--- config.mk ---
export PLATFORM = sky130hd
export DESIGN_NAME = approx_mult_err_engine
export DESIGN_NICKNAME = d
export VERILOG_FILES = /design/src/rtl/approx_mult_err_engine.sv
export SDC_FILE = /design/constraint.sdc
export NUM_CORES = 1
export LEC_CHECK = 0
export BUFFER_PORTS_ARGS = -buffer_cell sky130_fd_sc_hd__buf_4
export CAP_MARGIN = 20
export CORE_ASPECT_RATIO = 0.75
export CORE_MARGIN = 2
export CORE_UTILIZATION = 60
export DETAILED_ROUTE_END_ITERATION = 10
export PLACE_DENSITY = 0.86
export SYNTH_ARGS = -nofsm -noshare
export SYNTH_HDL_FRONTEND = slang
export SYNTH_SLANG_ARGS = --single-unit
--- constraint.sdc ---
create_clock -name clk -period 21.2 [get_ports clk]
set_input_delay 0 -clock clk [delete_from_list [all_inputs] [get_ports clk]]
set_output_delay 0 -clock clk [all_outputs]
set_load 0.05 [all_outputs]
--- src/rtl/approx_mult_err_engine.sv ---
// approx_mult_err_engine
// On-chip error-characterisation engine for an external W x W approximate
// multiplier. Sweeps operand pairs (exhaustive or LFSR-random) at one pair per
// clock. Each returned product is compared against an internally computed
// exact product that is delayed to line up with the multiplier's LAT-cycle
// latency. The engine accumulates the sample count, the error count, the sum
// of error distances and the maximum error distance.
//
// Ports:
//   clk, rst_n        rising-edge clock, synchronous active-low reset
//   start             launch a run (sampled only when idle or done)
//   mode              0 = exhaustive sweep, 1 = LFSR random (latched at start)
//   num_samples       pair count for random mode (latched at start)
//   seed              LFSR seed, 0 is replaced by 1 (latched at start)
//   op_a, op_b        operands driven to the multiplier
//   approx_y          multiplier result, LAT cycles after op_a/op_b
//   busy, done        run in progress / results valid
//   total_count       pairs compared
//   err_count         pairs with a non-zero error distance
//   max_ed, sum_ed    maximum and sum of |approx_y - exact|
module approx_mult_err_engine #(
  parameter int unsigned W     = 16,
  parameter int unsigned LAT   = 0,
  parameter int unsigned CNT_W = 2*W+1,
  parameter int unsigned SUM_W = 4*W
) (
  input  logic             clk,
  input  logic             rst_n,
  input  logic             start,
  input  logic             mode,
  input  logic [CNT_W-1:0] num_samples,
  input  logic [2*W-1:0]   seed,
  output logic [W-1:0]     op_a,
  output logic [W-1:0]     op_b,
  input  logic [2*W-1:0]   approx_y,
  output logic             busy,
  output logic             done,
  output logic [CNT_W-1:0] total_count,
  output logic [CNT_W-1:0] err_count,
  output logic [2*W-1:0]   max_ed,
  output logic [SUM_W-1:0] sum_ed
);

  localparam int unsigned WP      = 2*W;
  localparam int unsigned SUM_W1  = SUM_W + 1;
  localparam int unsigned DRAIN_W = $clog2(LAT + 2);

  // Maximal-length Fibonacci tap masks; tap t selects register bit t-1.
  function automatic logic [WP-1:0] lfsr_taps();
    int unsigned   t [4];
    logic [WP-1:0] m;
    case (WP)
      2:       t = '{2, 1, 0, 0};
      4:       t = '{4, 3, 0, 0};
      6:       t = '{6, 5, 0, 0};
      8:       t = '{8, 6, 5, 4};
      10:      t = '{10, 7, 0, 0};
      12:      t = '{12, 6, 4, 1};
      14:      t = '{14, 5, 3, 1};
      16:      t = '{16, 15, 13, 4};
      18:      t = '{18, 11, 0, 0};
      20:      t = '{20, 17, 0, 0};
      22:      t = '{22, 21, 0, 0};
      24:      t = '{24, 23, 22, 17};
      26:      t = '{26, 6, 2, 1};
      28:      t = '{28, 25, 0, 0};
      30:      t = '{30, 6, 4, 1};
      32:      t = '{32, 22, 2, 1};
      36:      t = '{36, 25, 0, 0};
      40:      t = '{40, 38, 21, 19};
      48:      t = '{48, 47, 21, 20};
      64:      t = '{64, 63, 61, 60};
      default: t = '{WP, WP - 1, 0, 0};
    endcase
    m = '0;
    for (int i = 0; i < 4; i++) begin
      if (t[i] != 0) m = m | (WP'(1) << (t[i] - 1));
    end
    return m;
  endfunction

  localparam logic [WP-1:0] TAPS = lfsr_taps();

  typedef enum logic [1:0] {IDLE, RUN, DRAIN, DONE} state_t;

  state_t              state;
  logic [WP-1:0]       pair;        // {op_a, op_b}; doubles as the LFSR state
  logic                mode_q;
  logic [CNT_W-1:0]    remaining;   // random pairs left after the current one
  logic [DRAIN_W-1:0]  drain_cnt;

  logic [WP-1:0]       exact_c;
  logic [WP-1:0]       next_pair_c;
  logic                last_pair_c;
  logic [WP-1:0]       seed_nz_c;
  logic                aligned_valid_c;
  logic [WP-1:0]       aligned_exact_c;
  logic [WP:0]         diff_c;
  logic [WP-1:0]       ed_c;
  logic [SUM_W1-1:0]   sum_add_c;

  assign op_a = pair[WP-1:W];
  assign op_b = pair[W-1:0];

  // Exact reference product for the pair currently on the operand bus.
  assign exact_c = WP'(op_a) * WP'(op_b);

  // Exhaustive: b is the low half, so a plain increment walks b fastest.
  assign next_pair_c = mode_q ? {pair[WP-2:0], ^(pair & TAPS)} : pair + WP'(1);
  assign last_pair_c = mode_q ? (remaining == '0) : (&pair);
  assign seed_nz_c   = (seed == '0) ? WP'(1) : seed;

  // Delay line aligning the exact product with approx_y.
  if (LAT == 0) begin : g_comb
    assign aligned_valid_c = (state == RUN);
    assign aligned_exact_c = exact_c;
  end else begin : g_dly
    logic [WP-1:0]  dly_exact [LAT];
    logic [LAT-1:0] dly_valid;

    always_ff @(posedge clk) begin
      if (!rst_n) begin
        dly_valid <= '0;
        for (int unsigned i = 0; i < LAT; i++) dly_exact[i] <= '0;
      end else begin
        dly_valid    <= (dly_valid << 1) | LAT'(state == RUN);
        dly_exact[0] <= exact_c;
        for (int unsigned i = 1; i < LAT; i++) dly_exact[i] <= dly_exact[i-1];
      end
    end

    assign aligned_valid_c = dly_valid[LAT-1];
    assign aligned_exact_c = dly_exact[LAT-1];
  end

  // Error distance from a one-bit-wider signed difference.
  assign diff_c    = {1'b0, approx_y} - {1'b0, aligned_exact_c};
  assign ed_c      = diff_c[WP] ? WP'(-diff_c) : diff_c[WP-1:0];
  assign sum_add_c = {1'b0, sum_ed} + SUM_W1'(ed_c);

  // Control FSM, operand generation and statistics.
  always_ff @(posedge clk) begin
    if (!rst_n) begin
      state       <= IDLE;
      busy        <= 1'b0;
      done        <= 1'b0;
      pair        <= '0;
      mode_q      <= 1'b0;
      remaining   <= '0;
      drain_cnt   <= '0;
      total_count <= '0;
      err_count   <= '0;
      max_ed      <= '0;
      sum_ed      <= '0;
    end else begin
      // Saturating statistics update for each aligned valid comparison.
      if (aligned_valid_c) begin
        if (!(&total_count)) total_count <= total_count + CNT_W'(1);
        if ((ed_c != '0) && !(&err_count)) err_count <= err_count + CNT_W'(1);
        sum_ed <= sum_add_c[SUM_W] ? '1 : sum_add_c[SUM_W-1:0];
        if (ed_c > max_ed) max_ed <= ed_c;
      end

      case (state)
        IDLE, DONE: begin
          if (start) begin
            done        <= 1'b0;
            mode_q      <= mode;
            total_count <= '0;
            err_count   <= '0;
            max_ed      <= '0;
            sum_ed      <= '0;
            if (mode && (num_samples == '0)) begin
              state <= DONE;
              done  <= 1'b1;
              busy  <= 1'b0;
            end else begin
              state     <= RUN;
              busy      <= 1'b1;
              pair      <= mode ? seed_nz_c : '0;
              remaining <= num_samples - CNT_W'(1);
            end
          end
        end
        RUN: begin
          if (last_pair_c) begin
            if (LAT == 0) begin
              state <= DONE;
              busy  <= 1'b0;
              done  <= 1'b1;
            end else begin
              state     <= DRAIN;
              drain_cnt <= DRAIN_W'(LAT - 1);
            end
          end else begin
            pair      <= next_pair_c;
            remaining <= remaining - CNT_W'(1);
          end
        end
        DRAIN: begin
          if (drain_cnt == '0) begin
            state <= DONE;
            busy  <= 1'b0;
            done  <= 1'b1;
          end else begin
            drain_cnt <= drain_cnt - DRAIN_W'(1);
          end
        end
        default: state <= IDLE;
      endcase
    end
  end

endmodule

# Word-level counts from Yosys, hierarchy flattened
# Index checks and enable logic that the tools add are counted.
# word_totals
register_bits	233
word_cells	92
# op_classes
n_addsub	9
multipliers	1
magnitude_cmp	1
eq_ne	8
mux	45
n_reduce_logical	17
# op_table
op	count
two-way mux 33 bit	11
two-way mux 32 bit	11
two-way mux 64 bit	4
adder 33 x 1 -> 33 bit, second input constant	2
zero test 33 bit	2
case mux 33 bit (2 select lines)	1
AND reduction 33 bit	2
subtractor 33 x 1 -> 33 bit, second input constant	2
adder 64 x 32 -> 65 bit	1
case mux 32 bit (2 select lines)	1
subtractor 32 x 32 -> 33 bit	1
adder 32 x 1 -> 32 bit, second input constant	1
> comparator 32 bit	1
zero test 32 bit	1
multiplier 16 x 16 -> 32 bit	1
negator 32 bit	1
AND reduction 32 bit	1
nonzero test 32 bit	1
parity 32 bit	1
two-way mux 1 bit	10
!= test 2 bit, second input constant	5
two-way mux 2 bit	4
case mux 1 bit (3 select lines)	2
case mux 2 bit (3 select lines)	1
other kinds (11)	13

# Depth between registers and ports, before layout
# logic_depth
ltp_word	10
ltp_mapped	42

# Least setup slack after synthesis
# No wires, ideal clock.
# synth_path
path_kind	reg-to-reg
startpoint	register pair[15]
endpoint	register sum_ed[10]
setup_time_ns	0.132
arrival_ns	9.848
t_required_ns	21.068
slack_ns	11.220
stages_incl_launch_ff	41
synth_period_minus_slack_ns	9.980
path_cell_list	dfxtp_1 > clkbuf_1 > clkbuf_1 > nand2_1 > fa_1 > fa_1 > inv_1 > fa_1 > inv_1 > fa_1 > fa_1 > inv_1 > fa_1 > inv_1 > ha_1 > clkbuf_1 > a21oi_1 > o21ai_0 > [... 5 more ...] > buf_2 > nor2_1 > xnor2_1 > ha_1 > nor2b_1 > o21ai_0 > a21boi_0 > o21ai_0 > a21o_1 > o21a_1 > a311oi_1 > o21ai_0 > a21o_1 > nand3_1 > a21oi_1 > clkbuf_1 > clkbuf_1 > a21oi_1
# synth_between
elab_chain_len	9
# synth_rtl
element	line_no	text
start, declared	87	logic [WP-1:0] pair;
start signal, assigned	180	pair <= mode ? seed_nz_c : '0;
start signal, assigned	196	pair <= next_pair_c;
multiplier 16 x 16 -> 32 bit (*)	106	assign exact_c = WP'(op_a) * WP'(op_b);
subtractor 32 x 32 -> 33 bit (*)	137	assign diff_c = {1'b0, approx_y} - {1'b0, aligned_exact_c};
negator 32 bit	138	assign ed_c = diff_c[WP] ? WP'(-diff_c) : diff_c[WP-1:0];
two-way mux 32 bit (*)	138	
adder 64 x 32 -> 65 bit (*)	139	assign sum_add_c = {1'b0, sum_ed} + SUM_W1'(ed_c);
two-way mux 64 bit (*)	160	sum_ed <= sum_add_c[SUM_W] ? '1 : sum_add_c[SUM_W-1:0];
two-way mux 64 bit (*)	157	if (aligned_valid_c) begin
two-way mux 64 bit	166	if (start) begin
two-way mux 64 bit (*)	164	case (state)
end signal, assigned	160	
end, declared	41	output logic [SUM_W-1:0] sum_ed
# Every way passes the cells marked *; elsewhere a longest branch is shown, timed or not.
# A chain may end at the register's enable or synchronous reset.

# Final worst setup path
# layout_path
startpoint	register pair[13]
endpoint	register sum_ed[57]
# The elaborated chain is that of the path after synthesis.

==> flow_metrics.py <==
metrics = {
    "placed_design": {
        "placed_area_mm2": 0.0285,
        "post-place-ws_ps": 10160,
        "place.gp.congestion": 0.970,
        "hpwl_um": 58900,
        "numPortBuffers": 296,
    },
    "final_layout": {
        "stdcell_area_mm2": 0.0302,
        "drive_gt1_share_pct": 11.2,
        "finalNetCount": 4069,
        "synthToLayoutAreaGrowth_pct": 15.8,
        "n_fill_cell": 3325,
        "seq_area_mm2": 0.00462,
        "layout_common_cells": "364 x inv_1, 316 x nand2_1, 312 x buf_4",
        "layout_commonest_cell": "inv_1",
        "multi_input_area_mm2": 0.0194,
    },
    "clock_tree": {
        "clock_path_buffers": 3,
        "clock_latency_ps": 540,
        "clkTransAtPathRegs_ps": 60,
        "htree_levels": 1,
        "cts-buffers-inserted": 25,
        "clock-sinks": 231,
        "cts_resized": 0,
        "cts_tree": "done",
        "root_buffer": "clkbuf_16",
    },
    "sta": {
        "drv_slew": 0,
        "finalCritPeriodShare_pct": 51.0,
        "fin_ws_ps": 10400,
        "rsz0062_at_grt": "false",
        "skew_ps": 24.1,
        "period_minus_slack_ps": 10800,
        "fmax_mhz": 92.6,
        "tns_ps": 0,
        "relSlewSlack_pct": 25.1,
        "worstMarginPinSlew_ps": 1120,
        "finalSetupViolations": 0,
        "hold_violations": 0,
    },
    "critical_path": {
        "cp_top_family": "adder cells",
        "crit_top_cell": "fa_1",
        "rr_worst_depth": 35,
        "crit_slowest_cell": "dfxtp_1",
        "cp-end-kind": "register",
        "crit_type": "reg -> reg",
        "required_ps": 21640,
        "worst-path-buf-inv": 6,
        "crit_fanout": 24,
        "critPathLaunchType": "register",
        "arrival_ps": 11240,
        "worstReg2RegStart": "pair[13]$_SDFFE_PN0P_",
        "r2r-end": "sum_ed[57]$_SDFF_PN0_",
        "cpPeakStageDelay_ps": 960,
        "rrSetupSlack_ps": 10400,
    },
    "synth": {
        "synth_area_mm2": 0.0261,
        "ys_types": 83,
        "synth_nets": 3835,
        "synth_top_area_cell": "dfxtp_1",
        "yosysWarnings": 0,
        "syn_avg_cell_area_um2": 7.87,
        "ys_async_sr_fraction_pct": 0,
        "synth_top_cell_area_share_pct": 17.7,
        "synthTopCellsByArea": "dfxtp_1 18%, fa_1 18%, ha_1 8.8%",
        "synth_edf_count": 0,
        "synth_cells": 3319,
        "synth_ff_type": "dfxtp_1",
        "ys_seq_area_share_pct": 17.7,
        "ys_seq_elements": 231,
    },
    "die": {
        "die-height_um": 185,
        "core_mm2": 0.0431,
        "start_util_pct": 60.6,
        "die_area_mm2": 0.0452,
        "die_w_um": 245,
        "num_rows": 66,
        "num_io_pins": 297,
    },
    "outcome": {
        "status": "completed",
    },
    "route": {
        "routedWlPerCell_um": 19.5,
        "dr.pass1.iters": 6,
        "via_per_inst": 6.18,
        "drt_iter0_markers": 3272,
        "drt-total-wl_um": 81000,
        "drc_errors": 0,
        "final_antenna_net_count": 0,
        "vias": 25700,
    },
    "global_route": {
        "grt_pass1_wl_um": 128000,
        "overflow": 0,
        "grt_max_degree": 104,
        "antenna_found_initial": 3,
        "grt_usage_pct": 34.8,
        "grt_pass1_vias": 23900,
    },
    "worst_hold_path": {
        "whs_path_depth": 4,
        "hp-start": "num_samples[16]",
        "hold_class": "in -> reg",
        "hold_end": "remaining[16]$_SDFFE_PN0P_",
    },
    "flow_run": {
        "drv_cap": 0,
    },
}
==> routing by layer <==
layer / up-vias / part of all wire, % / global-route usage [%]
met5: - / 0 / 0
met3: 189 / 11 / 6.86
met1: 12100 / 43 / 50.6
met2: 1501 / 43 / 52.2
li1: 11800 / - / -
met4: 0 / 3.4 / 10.6
==> Yosys cell counts (all sizes together), types with 30 or more instances <==
cell    count
inv       365
xnor2      58
a211oi     40
fa        231
nor3       55
nor2      233
xor2       73
and2      179
nand3      93
nand4      57
a21oi     240
or3        33
dfxtp     231
nand2     317
mux2i      61
and3       48
o21ai     194
clkbuf    167
ha        184
o31ai      30
a31oi      30
a21o       41
==> layout make-up <==
class	instances	area share, %
Antenna cell	3	0.0248
Clock buffer	30	2.26
Clock inverter	14	0.683
Inverter	366	4.54
Multi-Input combinational cell	2536	64.3
Sequential cell	231	15.3
Tap cell	578	2.39
Timing Repair Buffer	393	10.5
==> stage by stage <==
stage / instances / util [%] / hold slack [ps]
after floorplan: 3319 / - / 139
after global placement: 4023 / 66.1 / 288
after detailed placement: 4023 / 66.1 / 286
after CTS: 4144 / 70.0 / 3.76
after global routing: 4151 / 70.1 / 31.5
final: 4151 / 70.1 / 30.0
==> flip-flops by register name, indices dropped and copies added (netlist names), 32 cells and up <==
| signal | cells |
|---|---|
| sum_ed | 64 |
| pair | 32 |
| total_count | 33 |
| err_count | 33 |
| max_ed | 32 |
| remaining | 33 |
==> cells by family after synthesis <==
logic type | synth area share (%)
AOI/OAI and AO/OA | 18.4
xor gates and xnor gates | 4.39
adders and majority gates | 26.5
buffers and inverters | 8.05
DFF | 17.7
muxes | 2.55
and+or+nand+nor | 22.4
==> worst reg2reg max path: cells and delay by family, from the launching register on <==
family,cells,cell delay [ps]
adder cells (fa/ha/maj),8,3930
AO/OA/AOI/OAI,16,3830
flip-flops,1,960
AND/OR/NAND/NOR,3,870
buffers and inverters,6,550
multiplexers,1,390
XOR/XNOR,1,160
==> worst max-delay path by stage <==
stage | from | end | slack, ps | cells past startpoint
floorplan | pair[15]$_SDFFE_PN0P_ | sum_ed[10]$_SDFF_PN0_ | 11220 | 40
global placement | pair[20]$_SDFFE_PN0P_ | sum_ed[63]$_SDFF_PN0_ | 10510 | 29
detailed placement | pair[24]$_SDFFE_PN0P_ | sum_ed[63]$_SDFF_PN0_ | 10160 | 33
CTS | pair[24]$_SDFFE_PN0P_ | sum_ed[63]$_SDFF_PN0_ | 10110 | 33
global route | pair[24]$_SDFFE_PN0P_ | sum_ed[57]$_SDFF_PN0_ | 9620 | 35
finish | pair[13]$_SDFFE_PN0P_ | sum_ed[57]$_SDFF_PN0_ | 10400 | 35
==> repair_timing <==
action | in CTS | in global routing
hold endpoints to repair | 65 | 0
setup buffers | 0 | 0
hold buffers | 77 | 0
Power is not shown: default switching activity piles up to over one toggle a cycle in this logic, so the estimate is an artifact.
